File: src/rtl/field_mem_arbiter.sv
// Field BRAM arbiter: two read requesters (VGA draw, solver) share one BRAM read port; solver writes
// use the independent write port. Define FIELD_ARB_STARVE_EN to add the solver anti-starvation counter.
module field_mem_arbiter #(
   parameter int ADDRW        = 13,
   parameter int DATAW        = 96,
   parameter int STARVE_LIMIT = 8
) (
   input  logic             clk,
   input  logic             rst_n,
   input  logic             draw_req,
   input  logic [ADDRW-1:0] draw_addr,
   output logic             draw_gnt,
   output logic             draw_rvalid,
   output logic [DATAW-1:0] draw_rdata,
   input  logic             sim_rd_req,
   input  logic [ADDRW-1:0] sim_rd_addr,
   output logic             sim_rd_gnt,
   output logic             sim_rvalid,
   output logic [DATAW-1:0] sim_rdata,
   input  logic             sim_wr_req,
   input  logic [ADDRW-1:0] sim_wr_addr,
   input  logic [DATAW-1:0] sim_wr_data,
   output logic             sim_wr_gnt,
   output logic [ADDRW-1:0] mem_addr_read,
   input  logic [DATAW-1:0] mem_data_out,
   output logic             mem_we,
   output logic [ADDRW-1:0] mem_addr_write,
   output logic [DATAW-1:0] mem_data_in
);

   if (STARVE_LIMIT < 1 || STARVE_LIMIT > 255) begin : g_bad_limit
      $error("field_mem_arbiter: STARVE_LIMIT must be 1..255");
   end

   logic             draw_sel;
   logic             sim_sel;
   logic             sim_pri;
   logic [ADDRW-1:0] addr_hold_q, addr_hold_d;
   logic             rd_pend_q, rd_pend_d;
   logic             owner_q, owner_d;

`ifdef FIELD_ARB_STARVE_EN
   logic [7:0] starve_cnt_q, starve_cnt_d;

   always_comb begin
      starve_cnt_d = starve_cnt_q;
      if (!sim_rd_req || sim_sel) begin
         starve_cnt_d = '0;
      end else if (starve_cnt_q != 8'hFF) begin
         starve_cnt_d = starve_cnt_q + 8'd1;
      end
   end

   always_ff @(posedge clk or negedge rst_n) begin
      if (!rst_n) begin
         starve_cnt_q <= '0;
      end else begin
         starve_cnt_q <= starve_cnt_d;
      end
   end

   assign sim_pri = (starve_cnt_q >= 8'(STARVE_LIMIT));
`else
   assign sim_pri = 1'b0;
`endif

   // Grants are gated by rst_n so nothing is accepted while reset is held.
   always_comb begin
      draw_sel = 1'b0;
      sim_sel  = 1'b0;
      if (rst_n) begin
         if (draw_req && sim_rd_req) begin
            if (sim_pri) begin
               sim_sel = 1'b1;
            end else begin
               draw_sel = 1'b1;
            end
         end else if (draw_req) begin
            draw_sel = 1'b1;
         end else if (sim_rd_req) begin
            sim_sel = 1'b1;
         end
      end
   end

   always_comb begin
      mem_addr_read = addr_hold_q;
      if (draw_sel) begin
         mem_addr_read = draw_addr;
      end else if (sim_sel) begin
         mem_addr_read = sim_rd_addr;
      end
      addr_hold_d = mem_addr_read;
      rd_pend_d   = draw_sel | sim_sel;
      owner_d     = owner_q;
      if (draw_sel || sim_sel) begin
         owner_d = sim_sel;
      end
   end

   always_ff @(posedge clk or negedge rst_n) begin
      if (!rst_n) begin
         addr_hold_q <= '0;
         rd_pend_q   <= 1'b0;
         owner_q     <= 1'b0;
      end else begin
         addr_hold_q <= addr_hold_d;
         rd_pend_q   <= rd_pend_d;
         owner_q     <= owner_d;
      end
   end

   assign draw_gnt    = draw_sel;
   assign sim_rd_gnt  = sim_sel;
   assign draw_rvalid = rd_pend_q & ~owner_q;
   assign sim_rvalid  = rd_pend_q & owner_q;
   assign draw_rdata  = mem_data_out;
   assign sim_rdata   = mem_data_out;

   // Write port is never contended; read-first BRAM gives pre-write data on a same-address collision.
   assign sim_wr_gnt     = sim_wr_req & rst_n;
   assign mem_we         = sim_wr_req & rst_n;
   assign mem_addr_write = sim_wr_addr;
   assign mem_data_in    = sim_wr_data;

   a_one_read_gnt: assert property (@(posedge clk) disable iff (!rst_n) !(draw_gnt && sim_rd_gnt));
   a_one_rvalid: assert property (@(posedge clk) disable iff (!rst_n) !(draw_rvalid && sim_rvalid));

endmodule

File: config.mk
export PLATFORM = sky130hd
export DESIGN_NAME = field_mem_arbiter
export DESIGN_NICKNAME = d
export VERILOG_FILES = /design/src/rtl/field_mem_arbiter.sv
export SDC_FILE = /design/constraint.sdc
export NUM_CORES = 1
export LEC_CHECK = 0
export BUFFER_PORTS_ARGS = -buffer_cell sky130_fd_sc_hd__buf_2
export CORE_AREA = 2 2 219 221
export DETAILED_ROUTE_END_ITERATION = 16
export DIE_AREA = 0 0 221 223
export GPL_ROUTABILITY_DRIVEN = 0
export PLACE_DENSITY = 0.36
export SYNTH_ARGS = -nofsm -noshare
export SYNTH_HDL_FRONTEND = slang
export SYNTH_SLANG_ARGS = --single-unit
File: constraint.sdc
create_clock -name clk -period 1.4 [get_ports clk]
set_clock_uncertainty 0.1 [all_clocks]
set_input_delay 0.21 -clock clk [delete_from_list [all_inputs] [get_ports clk]]
set_output_delay 0.21 -clock clk [all_outputs]
set_load 0.02 [all_outputs]
==> results.yml, run 1 <==
outcome:
  outcome: "complete, but fails checks"
  violations: "negative setup slack"
route:
  ant_nets: 0
  wl_per_cell_um: 14.35
  routed_wirelength_um: 11010
  drtPass1Iterations: 5
  first_iter_violations: 93
  drc: 0
  vias: 1327
  via_per_inst: 1.730
finish:
  drive_above_1_share_pct: 50.00
  layout_common_cells: "44 x buf_2, 27 x inv_1, 16 x buf_4"
  finalNonFillerCells: 767
  n_fill_cell: 5588
  mostFrequentLayoutCell: "buf_2"
  fin_nets: 389
  final_area_um2: 2100
  syn2layout_area_growth_pct: -31.03
  diodes: 0
pwr:
  seqPwrFrac_pct: 30.2
  pwr-share-comb_pct: 29.0
  leakagePower_uw: 0.0007844
  switching_power_uw: 566.4
  p_clk_share_pct: 40.8
  ir_worst_vdd_uv: 368.7
  intPower_uw: 1090
  p_sw_share_pct: 34.19
  p_per_area_nw_per_um2: 789.1
timing:
  period_minus_slack_ns: 1.625
  max_freq_mhz: 615.3
  hold_violations: 0
  setup_ws_ns: -0.2253
  setup_violations: 13
  tightest_slew_ns: 0.3606
  final_max_slew_viol_count: 0
  rsz0062_at_grt: "true"
  fin_crit_sh_pct: 116.1
  slew_headroom_pct: 75.96
global_routing:
  grt_max_degree: 16
  grt_use_total_pct: 4.249
  overflow: 0
  grt_pass1_vias: 1397
  antenna_found_initial: 2
  grt_pass1_wl_um: 13340
clocking:
  cts_sinks: 15
  cts_root_buffer: "clkbuf_16"
  clockBufferDepth: 2
  clk_pin_slew_worst_paths_ns: 0.07
  clock_latency_ns: 0.27
  numCtsBuffers: 3
  htreeDepth: 1
  cts_tree: "yes"
yosys:
  ys_warn_count: 0
  syn_nets: 621
  synthCells: 385
  ys_types: 13
  ys_seq_elements: 15
  ys_seq_area_share_pct: 12.33
  synth_area_um2: 3044
  syn_avg_cell_area_um2: 7.907
floorplan:
  start_util_pct: 6.457
  core_um2: 47150
  rows: 80
  die_area_um2: 49280
  die_h_um: 223
  ioPinCount: 556
  die_w_um: 221
worst_setup_path:
  cpMostUsedCell: "buf_6"
  reg2reg_depth: 4
  worstSetupEndpoint: "mem_addr_read[5]"
  cpMaxStageDelayCell: "a222oi_1"
  r2r_slack_ns: 0.32
  crit_path_max_fanout: 8
  slowest_delay_ns: 0.35
  worstPathCellList: "buf_8 > buf_6 > and2_4 > a222oi_1 > buf_4 > buf_6"
  r2r_start: "addr_hold_q[10]"
  crit_type: "input pin to primary output"
  endpoint_kind: "primary output"
  startpoint_type: "input pin"
  crit_path_start: "draw_req"
  worstPathRequired_ns: 1.09
  arrival_ns: 1.32
  timing.rr.end: "addr_hold_q[10]"
placement:
  dp.cells: 749
  place_ws_ns: -0.7931
  dp_hpwl_um: 8120
  dpl_cell_area_um2: 1842
  io_buffer_count: 49
flow_run:
  drv_cap: 0
hold_path:
  worstHoldPathType: "input pin to asynchronous set/reset pin"
[power by group through the flow]
stage               logic (uW)  registers (uW)  clock network, uW
floorplan                 1460             506                  0
global placement           405             509                  0
detailed placement         407             509                  0
CTS                        479             500                742
global route               529             507                732
finish                     481             500                676
[cells by family (layout without fill, tap and decap cells)]
kind of cell | count (synthesis) | after routing | share of synthesized area [%]
AOI/OAI and AO/OA | 15 | 15 | 4.603
buffers and inverters | 334 | 100 | 79.00
DFF | 15 | 15 | 12.33
and+or+nand+nor | 21 | 22 | 4.069
[critical path: cells and delay by family]
kind	cells	cell delay, ns
buffers and inverters	4	0.51
AND/OR/NAND/NOR	1	0.23
AO/OA/AOI/OAI	1	0.35
[worst min path at each step]
| stage | end | slack, ns | cells after the start |
|---|---|---|---|
| final | addr_hold_q[12] | 0.03 | 4 |
| after global routing | addr_hold_q[12] | 0.06 | 4 |
| after CTS | addr_hold_q[12] | 0.03 | 4 |
| after detailed placement | addr_hold_q[12] | 0.27 | 3 |
| after global placement | addr_hold_q[12] | 0.28 | 3 |
| after floorplan | addr_hold_q[0] | -0.19 | 0 |
[state kept, by name, indices dropped and copies added (netlist names)]
name and cells:
owner_q 1, rd_pend_q 1, addr_hold_q 13
[what timing repair did]
action,CTS,global route
resized for setup,10,3
endpoints found under the setup margin,28,13
pin swaps,9,11
hold buffers,1,0
hold endpoints to repair,15,0
buffers inserted,8,4
cloned,1,0
[stage by stage]
stage | setup TNS (ns) | util, % | total power (uW) | hold WS, ns
final | -2.228 | 4.453 | 1657 | 0.03246
after global routing | -3.209 | 4.453 | 1768 | 0.05523
after floorplan | -4.426 | - | 1964 | -0.1856
after global placement | -14.42 | 3.907 | 914.5 | 0.2841
after detailed placement | -14.82 | 3.907 | 916.6 | 0.2750
after CTS | -3.145 | 4.363 | 1721 | 0.03495
[area by class of cell]
cell class,instances,area (um2),area share (%)
Clock buffer,4,78.83,3.754
Inverter,27,101.3,4.827
Multi-Input combinational cell,37,294.0,14.00
Sequential cell,15,375.4,17.88
Tap cell,615,769.5,36.65
Timing Repair Buffer,69,480.5,22.88
[routing by layer]
metal	global-route usage, %	routed length (um)
met1	3.737	3272
met2	6.109	4635
met3	2.897	1942
met4	4.806	1156
met5	0	0
[Yosys cell counts (all sizes together)]
master	n	area share, %
nor2b	15	3.1
nand2	1	0.12
a21oi	1	0.16
buf	306	76
nor2	2	0.25
a222oi	13	4.3
clkbuf	1	0.12
and2	3	0.62
dfrtp	15	12
o21ai	1	0.16
inv	27	3.3
Power figures use the tool's default switching activity.
==> inputs of run 2 (changes only) <==
==> constraint.sdc (replaced) <==
create_clock -name clk -period 1.4 [get_ports clk]
set_clock_uncertainty 0.1 [all_clocks]
set_input_delay 0.21 -clock clk [delete_from_list [all_inputs] [get_ports clk]]
set_output_delay 0.21 -clock clk [all_outputs]
set_load 0.05 [all_outputs]
==> run 2 against run 1 <==
The run still ends with negative setup slack left. Largest cell class unchanged. Clock-buffer cell count unchanged. Register-to-register slack got worse by 0.04 ns. Combinational power is 40% higher. Via count shrank 1.7%. Critical path depth fell by 2. Fmax about the same. Critical endpoint unchanged. Sequential power barely moved. Highest routed layer is now met5. Critical path type unchanged. Sequential share of layout area fell by 0.67 points.
==> results.yml, run 2 (synthesis gave the netlist of run 1 again) <==
outcome:
  outcome: "complete, but fails checks"
  violations: "negative setup slack"
finish:
  largest_register: "addr_hold_q"
  syn2layout_area_growth_pct: -28.36
  mostFrequentLayoutCell: "buf_2"
  diodes: 0
  layout_common_cells: "30 x buf_2, 27 x inv_1, 27 x buf_4"
  finalNonFillerCells: 768
  top_regs: "addr_hold_q x13, owner_q x1, rd_pend_q x1"
  fin_nets: 390
  drive_above_1_share_pct: 50.98
  largest_register_ffs: 13
  final_area_um2: 2181
route:
  first_iter_violations: 82
  via_per_inst: 1.699
  drtPass1Iterations: 6
  ant_nets: 0
  routed_wirelength_um: 11390
  drc: 0
  vias: 1305
  wl_per_cell_um: 14.83
hold_path:
  hp-start: "draw_addr[7]"
  hold_depth: 3
  worstHoldPathType: "input pin to flip-flop"
  hold_end: "addr_hold_q[7]"
floorplan:
  die_area_um2: 49280
  core_um2: 47150
  die_h_um: 223
  start_util_pct: 6.457
  rows: 80
  die_w_um: 221
  ioPinCount: 556
timing:
  hold_violations: 0
  rsz0062_at_grt: "true"
  setup_violations: 13
  max_freq_mhz: 615.5
  final_max_slew_viol_count: 0
  period_minus_slack_ns: 1.625
  setup_ws_ns: -0.2248
  tightest_slew_ns: 0.7117
  fin_crit_sh_pct: 116.1
  slew_headroom_pct: 52.55
global_routing:
  grt_max_degree: 10
  grt_use_total_pct: 4.409
  antenna_found_initial: 2
  grt_pass1_wl_um: 13970
  grt_pass1_vias: 1495
  overflow: 0
placement:
  dp.cells: 757
  dp_hpwl_um: 8930
  dpl_cell_area_um2: 1932
  io_buffer_count: 49
  place_ws_ns: -0.4619
clocking:
  htreeDepth: 1
  clock_latency_ns: 0.27
  clockBufferDepth: 2
  cts_sinks: 15
  cts_root_buffer: "clkbuf_16"
  cts_tree: "yes"
  numCtsBuffers: 3
  clk_pin_slew_worst_paths_ns: 0.07
worst_setup_path:
  startpoint_type: "input pin"
  arrival_ns: 1.31
  crit_type: "input pin to primary output"
  worstPathRequired_ns: 1.09
  timing.rr.end: "addr_hold_q[5]"
  crit_path_max_fanout: 8
  endpoint_kind: "primary output"
  r2r_start: "addr_hold_q[5]"
  reg2reg_depth: 4
  r2r_slack_ns: 0.28
flow_run:
  drv_cap: 0
pwr:
  ir_worst_vdd_uv: 292.2
  leakagePower_uw: 0.0008258
  power_uw: 1844
  p_per_area_nw_per_um2: 845.8
==> run 2: cell count changes in the layout (fill, tap and decap cells not counted), moves of 2 or more <==
| cell | before | now |
|---|---|---|
| nor2b_4 | 1 | 3 |
| buf_4 | 16 | 27 |
| nor2b_1 | 14 | 12 |
| buf_2 | 44 | 30 |
| buf_12 | 4 | 6 |
==> run 2: worst max path at each step <==
stage / end / slack, ns / cells past startpoint / startpoint
2_1_floorplan: addr_hold_q[10] / -0.96 / 4 / draw_req
3_3_place_gp: mem_addr_read[10] / -0.43 / 6 / sim_rd_req
3_5_place_dp: mem_addr_read[5] / -0.46 / 5 / sim_rd_req
4_1_cts: mem_addr_read[4] / -0.24 / 4 / rst_n
5_1_grt: mem_addr_read[5] / -0.31 / 5 / rst_n
6_report: mem_addr_read[5] / -0.22 / 4 / rst_n
==> run 2: per-layer routing <==
layer | part of all wire, % | wire, um | vias to the layer above | track usage (%)
met4 | 11 | 1273 | 2 | 4.741
met1 | 22 | 2528 | 474 | 3.008
met2 | 47 | 5296 | 284 | 7.127
met3 | 20 | 2278 | 131 | 3.556
met5 | 0.097 | 11 | - | 0
li1 | - | - | 414 | -
==> run 2: where the power goes <==
group / internal (uW) / total, uW / switching (uW) / leakage, uW
clock: 391 / 669 / 278 / 0.0000382
combinational: 266 / 675 / 409 / 0.000621
sequential: 486 / 500 / 14.0 / 0.000166
==> run 2: cell type report <==
type,instances,area [um2]
Inverter,27,101.3
Fill cell,5593,44960
Multi-Input combinational cell,37,304.0
Clock buffer,4,78.83
Sequential cell,15,375.4
Timing Repair Buffer,70,551.8
Tap cell,615,769.5
==> run 2: stage by stage <==
stage / hold slack [ns] / util [%] / setup TNS (ns)
after floorplan: -0.1856 / - / -22.66
after global placement: 0.1867 / 4.098 / -6.427
after detailed placement: 0.1884 / 4.098 / -6.808
after CTS: 0.1019 / 4.567 / -3.123
after global routing: 0.1262 / 4.626 / -3.048
final: 0.1231 / 4.626 / -2.027
==> run 2: worst max-delay path, cell delays in order <==
cell and delay [ns]:
buf_12 0.11, and2_4 0.24, a222oi_1 0.46, buf_4 0.28
==> run 2: repair_timing <==
| action | in CTS | in global routing |
|---|---|---|
| hold endpoints to repair | 9 | 0 |
| pin swaps | 5 | 7 |
| buffers inserted | 4 | 1 |
| hold buffers | 2 | 0 |
| cloned | 1 | 0 |
| endpoints found under the setup margin | 17 | 23 |
| resized for setup | 30 | 6 |
